**config.mk**
```make
export PLATFORM = sky130hd
export DESIGN_NAME = serial_frame_tx
export DESIGN_NICKNAME = d
export VERILOG_FILES = /design/src/rtl/serial_frame_tx.sv
export SDC_FILE = /design/constraint.sdc
export NUM_CORES = 1
export LEC_CHECK = 0
export ABC_AREA = 1
export CORE_AREA = 4 4 56 58
export CTS_CLUSTER_SIZE = 12
export DETAILED_ROUTE_END_ITERATION = 10
export DIE_AREA = 0 0 60 62
export PLACE_DENSITY = 0.65
export RECOVER_POWER = 50
export SLEW_MARGIN = 10
export SYNTH_ARGS = -nofsm -noshare
export SYNTH_HDL_FRONTEND = slang
export SYNTH_SLANG_ARGS = --single-unit
```
**constraint.sdc**
```tcl
create_clock -name clk -period 2.47 [get_ports clk]
set_input_delay 0.494 -clock clk [delete_from_list [all_inputs] [get_ports clk]]
set_output_delay 0.494 -clock clk [all_outputs]
set_load 0.01 [all_outputs]
```
**src/rtl/serial_frame_tx.sv**
```systemverilog
// Parallel-in/serial-out frame transmitter: start bit, LSB-first data, optional even parity, stop bit.
// Every bit is held on tx for BIT_CYCLES clocks; done pulses once after the stop bit.
module serial_frame_tx #(
    parameter int DATA_W     = 8,
    parameter int BIT_CYCLES = 4,
    parameter int PARITY_EN  = 1
) (
    input  logic              clk,
    input  logic              rst,
    input  logic              start,
    input  logic [DATA_W-1:0] data,
    output logic              ready,
    output logic              busy,
    output logic              tx,
    output logic              done
);

    localparam int CNT_W = (BIT_CYCLES > 1) ? $clog2(BIT_CYCLES) : 1;
    localparam int IDX_W = (DATA_W > 1) ? $clog2(DATA_W) : 1;
    localparam logic [CNT_W-1:0] CNT_LAST = CNT_W'(BIT_CYCLES - 1);
    localparam logic [IDX_W-1:0] IDX_LAST = IDX_W'(DATA_W - 1);

    typedef enum logic [2:0] {
        S_IDLE,
        S_START,
        S_DATA,
        S_PARITY,
        S_STOP
    } state_t;

    state_t            r_state;
    logic [DATA_W-1:0] r_shreg;
    logic              r_parity;
    logic [CNT_W-1:0]  r_cyc;
    logic [IDX_W-1:0]  r_idx;
    logic              r_tx;
    logic              r_done;

    state_t            w_state_next;
    logic [DATA_W-1:0] w_shreg_next;
    logic              w_parity_next;
    logic [CNT_W-1:0]  w_cyc_next;
    logic [IDX_W-1:0]  w_idx_next;
    logic              w_tx_next;
    logic              w_done_next;
    logic              w_bit_end;

    assign w_bit_end = (r_cyc == CNT_LAST);

    always_comb begin
        w_state_next  = r_state;
        w_shreg_next  = r_shreg;
        w_parity_next = r_parity;
        w_idx_next    = r_idx;
        w_done_next   = 1'b0;
        // The cycle counter only runs inside a frame and wraps on every bit boundary.
        if (r_state == S_IDLE || w_bit_end) begin
            w_cyc_next = '0;
        end else begin
            w_cyc_next = r_cyc + 1'b1;
        end

        case (r_state)
            S_IDLE: begin
                if (start) begin
                    w_state_next  = S_START;
                    w_shreg_next  = data;
                    w_parity_next = ^data;
                    w_idx_next    = '0;
                end
            end
            S_START: begin
                if (w_bit_end) begin
                    w_state_next = S_DATA;
                    w_idx_next   = '0;
                end
            end
            S_DATA: begin
                if (w_bit_end) begin
                    if (r_idx == IDX_LAST) begin
                        w_state_next = (PARITY_EN != 0) ? S_PARITY : S_STOP;
                    end else begin
                        w_shreg_next = r_shreg >> 1;
                        w_idx_next   = r_idx + 1'b1;
                    end
                end
            end
            S_PARITY: begin
                if (w_bit_end) begin
                    w_state_next = S_STOP;
                end
            end
            S_STOP: begin
                if (w_bit_end) begin
                    w_state_next = S_IDLE;
                    w_done_next  = 1'b1;
                end
            end
            default: begin
                w_state_next = S_IDLE;
            end
        endcase

        // tx is registered, so it is derived from the state being entered, not the current one.
        case (w_state_next)
            S_START:  w_tx_next = 1'b0;
            S_DATA:   w_tx_next = w_shreg_next[0];
            S_PARITY: w_tx_next = w_parity_next;
            default:  w_tx_next = 1'b1;
        endcase
    end

    always_ff @(posedge clk) begin
        if (rst) begin
            r_state  <= S_IDLE;
            r_shreg  <= '0;
            r_parity <= 1'b0;
            r_cyc    <= '0;
            r_idx    <= '0;
            r_tx     <= 1'b1;
            r_done   <= 1'b0;
        end else begin
            r_state  <= w_state_next;
            r_shreg  <= w_shreg_next;
            r_parity <= w_parity_next;
            r_cyc    <= w_cyc_next;
            r_idx    <= w_idx_next;
            r_tx     <= w_tx_next;
            r_done   <= w_done_next;
        end
    end

    assign busy  = (r_state != S_IDLE);
    assign ready = ~busy;
    assign tx    = r_tx;
    assign done  = r_done;

endmodule
```
-- After elaboration in Yosys (flattened, before gate mapping)
Index checks and enable logic that the tools add are counted.
- reduce and logical (&&, ||, !) cells: 10
- equal/unequal tests: 13
- bitwise logic cells: 2
- $add $sub $neg: 2
- mux-type cells: 20
- operators by type and width (cell ; number):
    2-to-1 mux 3 bit ; 10
    2-to-1 mux 8 bit ; 3
    one-hot mux 8 bit (2 select lines) ; 1
    one-hot mux 3 bit (5 select lines) ; 1
    == test 3 x 2 -> 1 bit (second input constant) ; 4
    one-hot mux 3 bit (3 select lines) ; 1
    inequality test 2 bit (second input constant) ; 4
    XOR reduction 8 bit ; 1
    == test 3 x 1 -> 1 bit (second input constant) ; 2
    == test 3 bit (second input constant) ; 2
    nonzero test 3 bit ; 2
    AND reduction 5 bit ; 1
    AND reduction 4 bit ; 1
    OR reduction 2 bit ; 2
    adder 3 x 1 -> 3 bit (second input constant) ; 1
    logical NOT 3 bit ; 1
    2-to-1 mux 1 bit ; 3
    one-hot mux 1 bit (3 select lines) ; 1
    adder 2 x 1 -> 2 bit (second input constant) ; 1
    == test 2 bit (second input constant) ; 1
    inverter 1 bit ; 2
    nonzero test 2 bit ; 1
    logical OR 1 bit ; 1
- input bits: 11
- register bits after elaboration: 19
- output and inout port bits: 4
- logic and storage cells: 55

-- Longest topological paths before layout
- depth in word-level cells: 6
- depth in mapped cells: 11
- gate-level depth less buffers: 11

-- Worst setup path after synthesis
Ideal clock, no wire load.
- kind: reg-to-reg
- start point: register r_idx[0]
- end point: register r_tx (netlist: tx)
- path buffers: 0
- stages on the path, launching flop included: 9
- arrival: 1.315 ns
- library setup time: 0.122 ns
- data required time: 2.348 ns
- period minus slack after synthesis: 1.437 ns
- slack: 1.033 ns
- cells stage by stage: dfxtp_1 > ha_1 > ha_1 > inv_1 > nand2_2 > o211ai_1 > nand3_1 > o21bai_1 > nand3_1
- word-level cells in the longest chain between the ends: 6
- elaborated cells between the ends (all ways): 11
- those cells by class: eq/ne (4); mux (7)
- RTL lines (element ; line ; text):
    start, declared ; 35 ; logic [IDX_W-1:0] r_idx;
    start signal, assigned ; 127 ; r_idx <= w_idx_next;
    == test 3 bit * ; 80 ; if (r_idx == IDX_LAST) begin
    2-to-1 mux 3 bit ; 80 ;
    2-to-1 mux 3 bit ; 79 ; if (w_bit_end) begin
    one-hot mux 3 bit (5 select lines) ; 63 ; case (r_state)
    == test 3 x 2 -> 1 bit / == test 3 x 1 -> 1 bit (equally long branches) ; 105 ; case (w_state_next)
    one-hot mux 1 bit (3 select lines) * ; 105 ;
    end signal, assigned ; 128 ; r_tx <= w_tx_next;
    end, declared ; 36 ; logic r_tx;
Every way passes the cells marked *; elsewhere a longest branch is shown, timed or not. The select of a mux whose other input is x is not followed.
A chain may end at the register's enable or synchronous reset.

-- Worst setup path in the final report
- start point: register r_state[0]
- end point: output ready
- word-level cells in the longest chain between the ends: 2
- RTL lines (element ; line ; text):
    start, declared ; 31 ; state_t r_state;
    start signal, assigned ; 123 ; r_state <= w_state_next;
    nonzero test 3 bit ; 133 ; assign busy = (r_state != S_IDLE);
    inverter 1 bit ; 134 ; assign ready = ~busy;
    end, declared ; 12 ; output logic ready,
Every way passes these cells.

==> results.json <==
{
  "yosysWarnings": 0,
  "reg2reg_slack_ns": 0.85,
  "post-dp-hpwl_um": 1850,
  "period_minus_slack_ns": 2.19,
  "die_x_um": 60,
  "antenna_found_initial": 0,
  "clk_pin_slew_ns": 0.11,
  "p_per_area_nw_per_um2": 469,
  "min-delay-start": "r_cyc[0]",
  "synthCells": 178,
  "critPathKind": "reg2out",
  "maxSlewHeadroom_pct": 80.9,
  "yosys.area.top_type": "dfxtp_1",
  "cp.arrival_ns": 1.70,
  "total_leakage_power_nw": 0.698,
  "synth_edf_count": 0,
  "postCtsSetupRepairBufs": 0,
  "setup_viol": 0,
  "grt_pass1_vias": 1013,
  "dieHeight_um": 62,
  "overflow": 0,
  "min_path_type": "reg2reg",
  "holdBufCountCts": 0,
  "critPathCaptureType": "primary output",
  "whs_endpoint": "r_cyc[0]",
  "synth_cell_types": 29,
  "vias": 1095,
  "hold_viol_final": 0,
  "worst_pin_slew_ns": 0.287,
  "grt_pass1_wl_um": 4020,
  "cpPeakStageDelay_ns": 0.56,
  "cpMaxStageDelayCell": "clkdlybuf4s50_1",
  "worstPathRequired_ns": 1.98,
  "rsz0062_at_grt": "no",
  "place_congestion": 0.855,
  "cts_sinks": 19,
  "post_cts_resize_count": 0,
  "clock_path_buffers": 2,
  "synth_area_um2": 1150,
  "startpoint_type": "flop",
  "first_iter_violations": 29,
  "diodes": 0,
  "drc": 0,
  "syn_nets": 192,
  "core.rowCount": 19,
  "cts_max_level": 1,
  "clock-root-buffer": "clkbuf_4",
  "ys_ff_latch": 19,
  "drive_above_1_share_pct": 9.69,
  "grt_max_degree": 14,
  "max-cap-violations": 0,
  "slew_violations": 0,
  "syn_area_per_cell_um2": 6.47,
  "wirelength_um": 2230,
  "portBuffers": 14,
  "core_area_um2": 2660,
  "ir_drop_uv": 309,
  "mostFrequentLayoutCell": "nand2_1",
  "initial_utilization_pct": 43.2,
  "crit_start": "r_state[0]",
  "fill_cells": 296,
  "power_mw": 0.635,
  "path_cells": "inv_1 > nand2_4 > nor2_4 > clkdlybuf4s50_1",
  "grt_usage_pct": 14.1,
  "crit_fanout": 6,
  "whs_path_depth": 1,
  "synth_top_area_share_pct": 33.0,
  "drtPass1Iterations": 4,
  "rr_endpoint": "tx",
  "fin_nets": 211,
  "status": "finished clean",
  "reg2reg_depth": 8,
  "wl_per_cell_um": 9.84,
  "fmax_ghz": 0.456,
  "routed_via_density": 4.82,
  "fin_crit_sh_pct": 88.7,
  "final_cell_mix": "nand2_1 (63), inv_1 (29), dfxtp_1 (19), nor2_1 (18), clkdlybuf4s50_1 (13)",
  "r2r_start": "r_idx[0]",
  "postRouteAntennaNets": 0,
  "clkLatencyLatePin_ns": 0.30,
  "area_growth_pct": 17.6,
  "synthArstFlopShare_pct": 0,
  "yosysSeqAreaShare_pct": 33.0,
  "cts_buffers": 3,
  "netlist_top_cells_area": "dfxtp_1 (33%), nand2_1 (20%), inv_1 (9.1%), nor2_1 (5.9%), a22oi_1 (3.9%)",
  "cts_tree": "done",
  "die_area_um2": 3720,
  "fin_tns_setup_ns": 0,
  "synth_ff_type": "dfxtp_1",
  "ios": 15,
  "fin_skew_ns": 0.00507
}
## worst max-delay path by stage
stage                     to  slack [ns]
finish                 ready        0.28
global route            busy        0.19
CTS                    ready        0.37
detailed placement        tx        0.65
global placement    r_idx[2]        0.69
floorplan                 tx        1.03
## kinds of logic after synthesis
group / count (synthesis) / share of synthesized area (%)
AND/OR/NAND/NOR: 97 / 37.9
adder cells (fa/ha/maj): 3 / 3.26
buffers and inverters: 34 / 11.3
XOR/XNOR: 1 / 0.761
flip-flops: 19 / 33.0
AO/OA/AOI/OAI: 24 / 13.7
## where the power goes
group          switching (mW)  total [mW]  internal, mW  leakage, nW
Clock                  0.0961       0.157        0.0604       0.0177
Sequential            0.00953       0.335         0.325        0.156
Combinational          0.0821       0.144        0.0620        0.524
Total                   0.188       0.635         0.448        0.698
## metal layers
layer / wire length (µm) / vias up / GRT usage (%)
li1: - / 591 / -
met1: 949 / 477 / 16.8
met2: 1110 / 20 / 24.7
met3: 110 / 7 / 1.45
met4: 67 / 0 / 8.23
met5: 0 / - / 0
## layout make-up
class | instances | area [µm²] | area share [%]
Clock buffer | 3 | 22.5 | 1.66
Clock inverter | 1 | 5.00 | 0.370
Inverter | 33 | 126 | 9.33
Multi-Input combinational cell | 125 | 633 | 46.8
Sequential cell | 19 | 380 | 28.1
Tap cell | 31 | 38.8 | 2.87
Timing Repair Buffer | 15 | 148 | 10.9
## synthesized netlist by cell type (2+ instances only)
master	number
o21ai_1	2
dfxtp_1	19
inv_2	4
nand2_1	62
nand2_4	2
a22oi_1	6
nor2_4	2
o21ai_0	2
nor2_1	18
nor3_1	2
ha_1	3
a31oi_1	2
nand3_1	5
inv_1	28
a21oi_1	7
## metrics by stage
stage / setup WS [ns] / util (%) / hold slack (ns) / instance area (µm²) / std cells
floorplan: 1.03 / - / 0.398 / 1150 / 178
global placement: 0.689 / 50.1 / 0.408 / 1330 / 223
detailed placement: 0.646 / 50.1 / 0.414 / 1330 / 223
CTS: 0.372 / 51.1 / 0.432 / 1360 / 227
global route: 0.192 / 50.8 / 0.457 / 1350 / 227
finish: 0.278 / 50.8 / 0.432 / 1350 / 227
## state kept, by name, indices dropped and copies added, names as in the netlist
name,cells
r_shreg,8
r_idx,3
r_state,3
r_cyc,2
done,1
r_parity,1
tx,1
## critical path: cells and delay by family, from the launching register on
family,cells,cell delay (ns)
buffers and inverters,2,0.79
and+or+nand+nor,2,0.26
DFF,1,0.34
No activity file was read; power rests on OpenSTA's default activity.
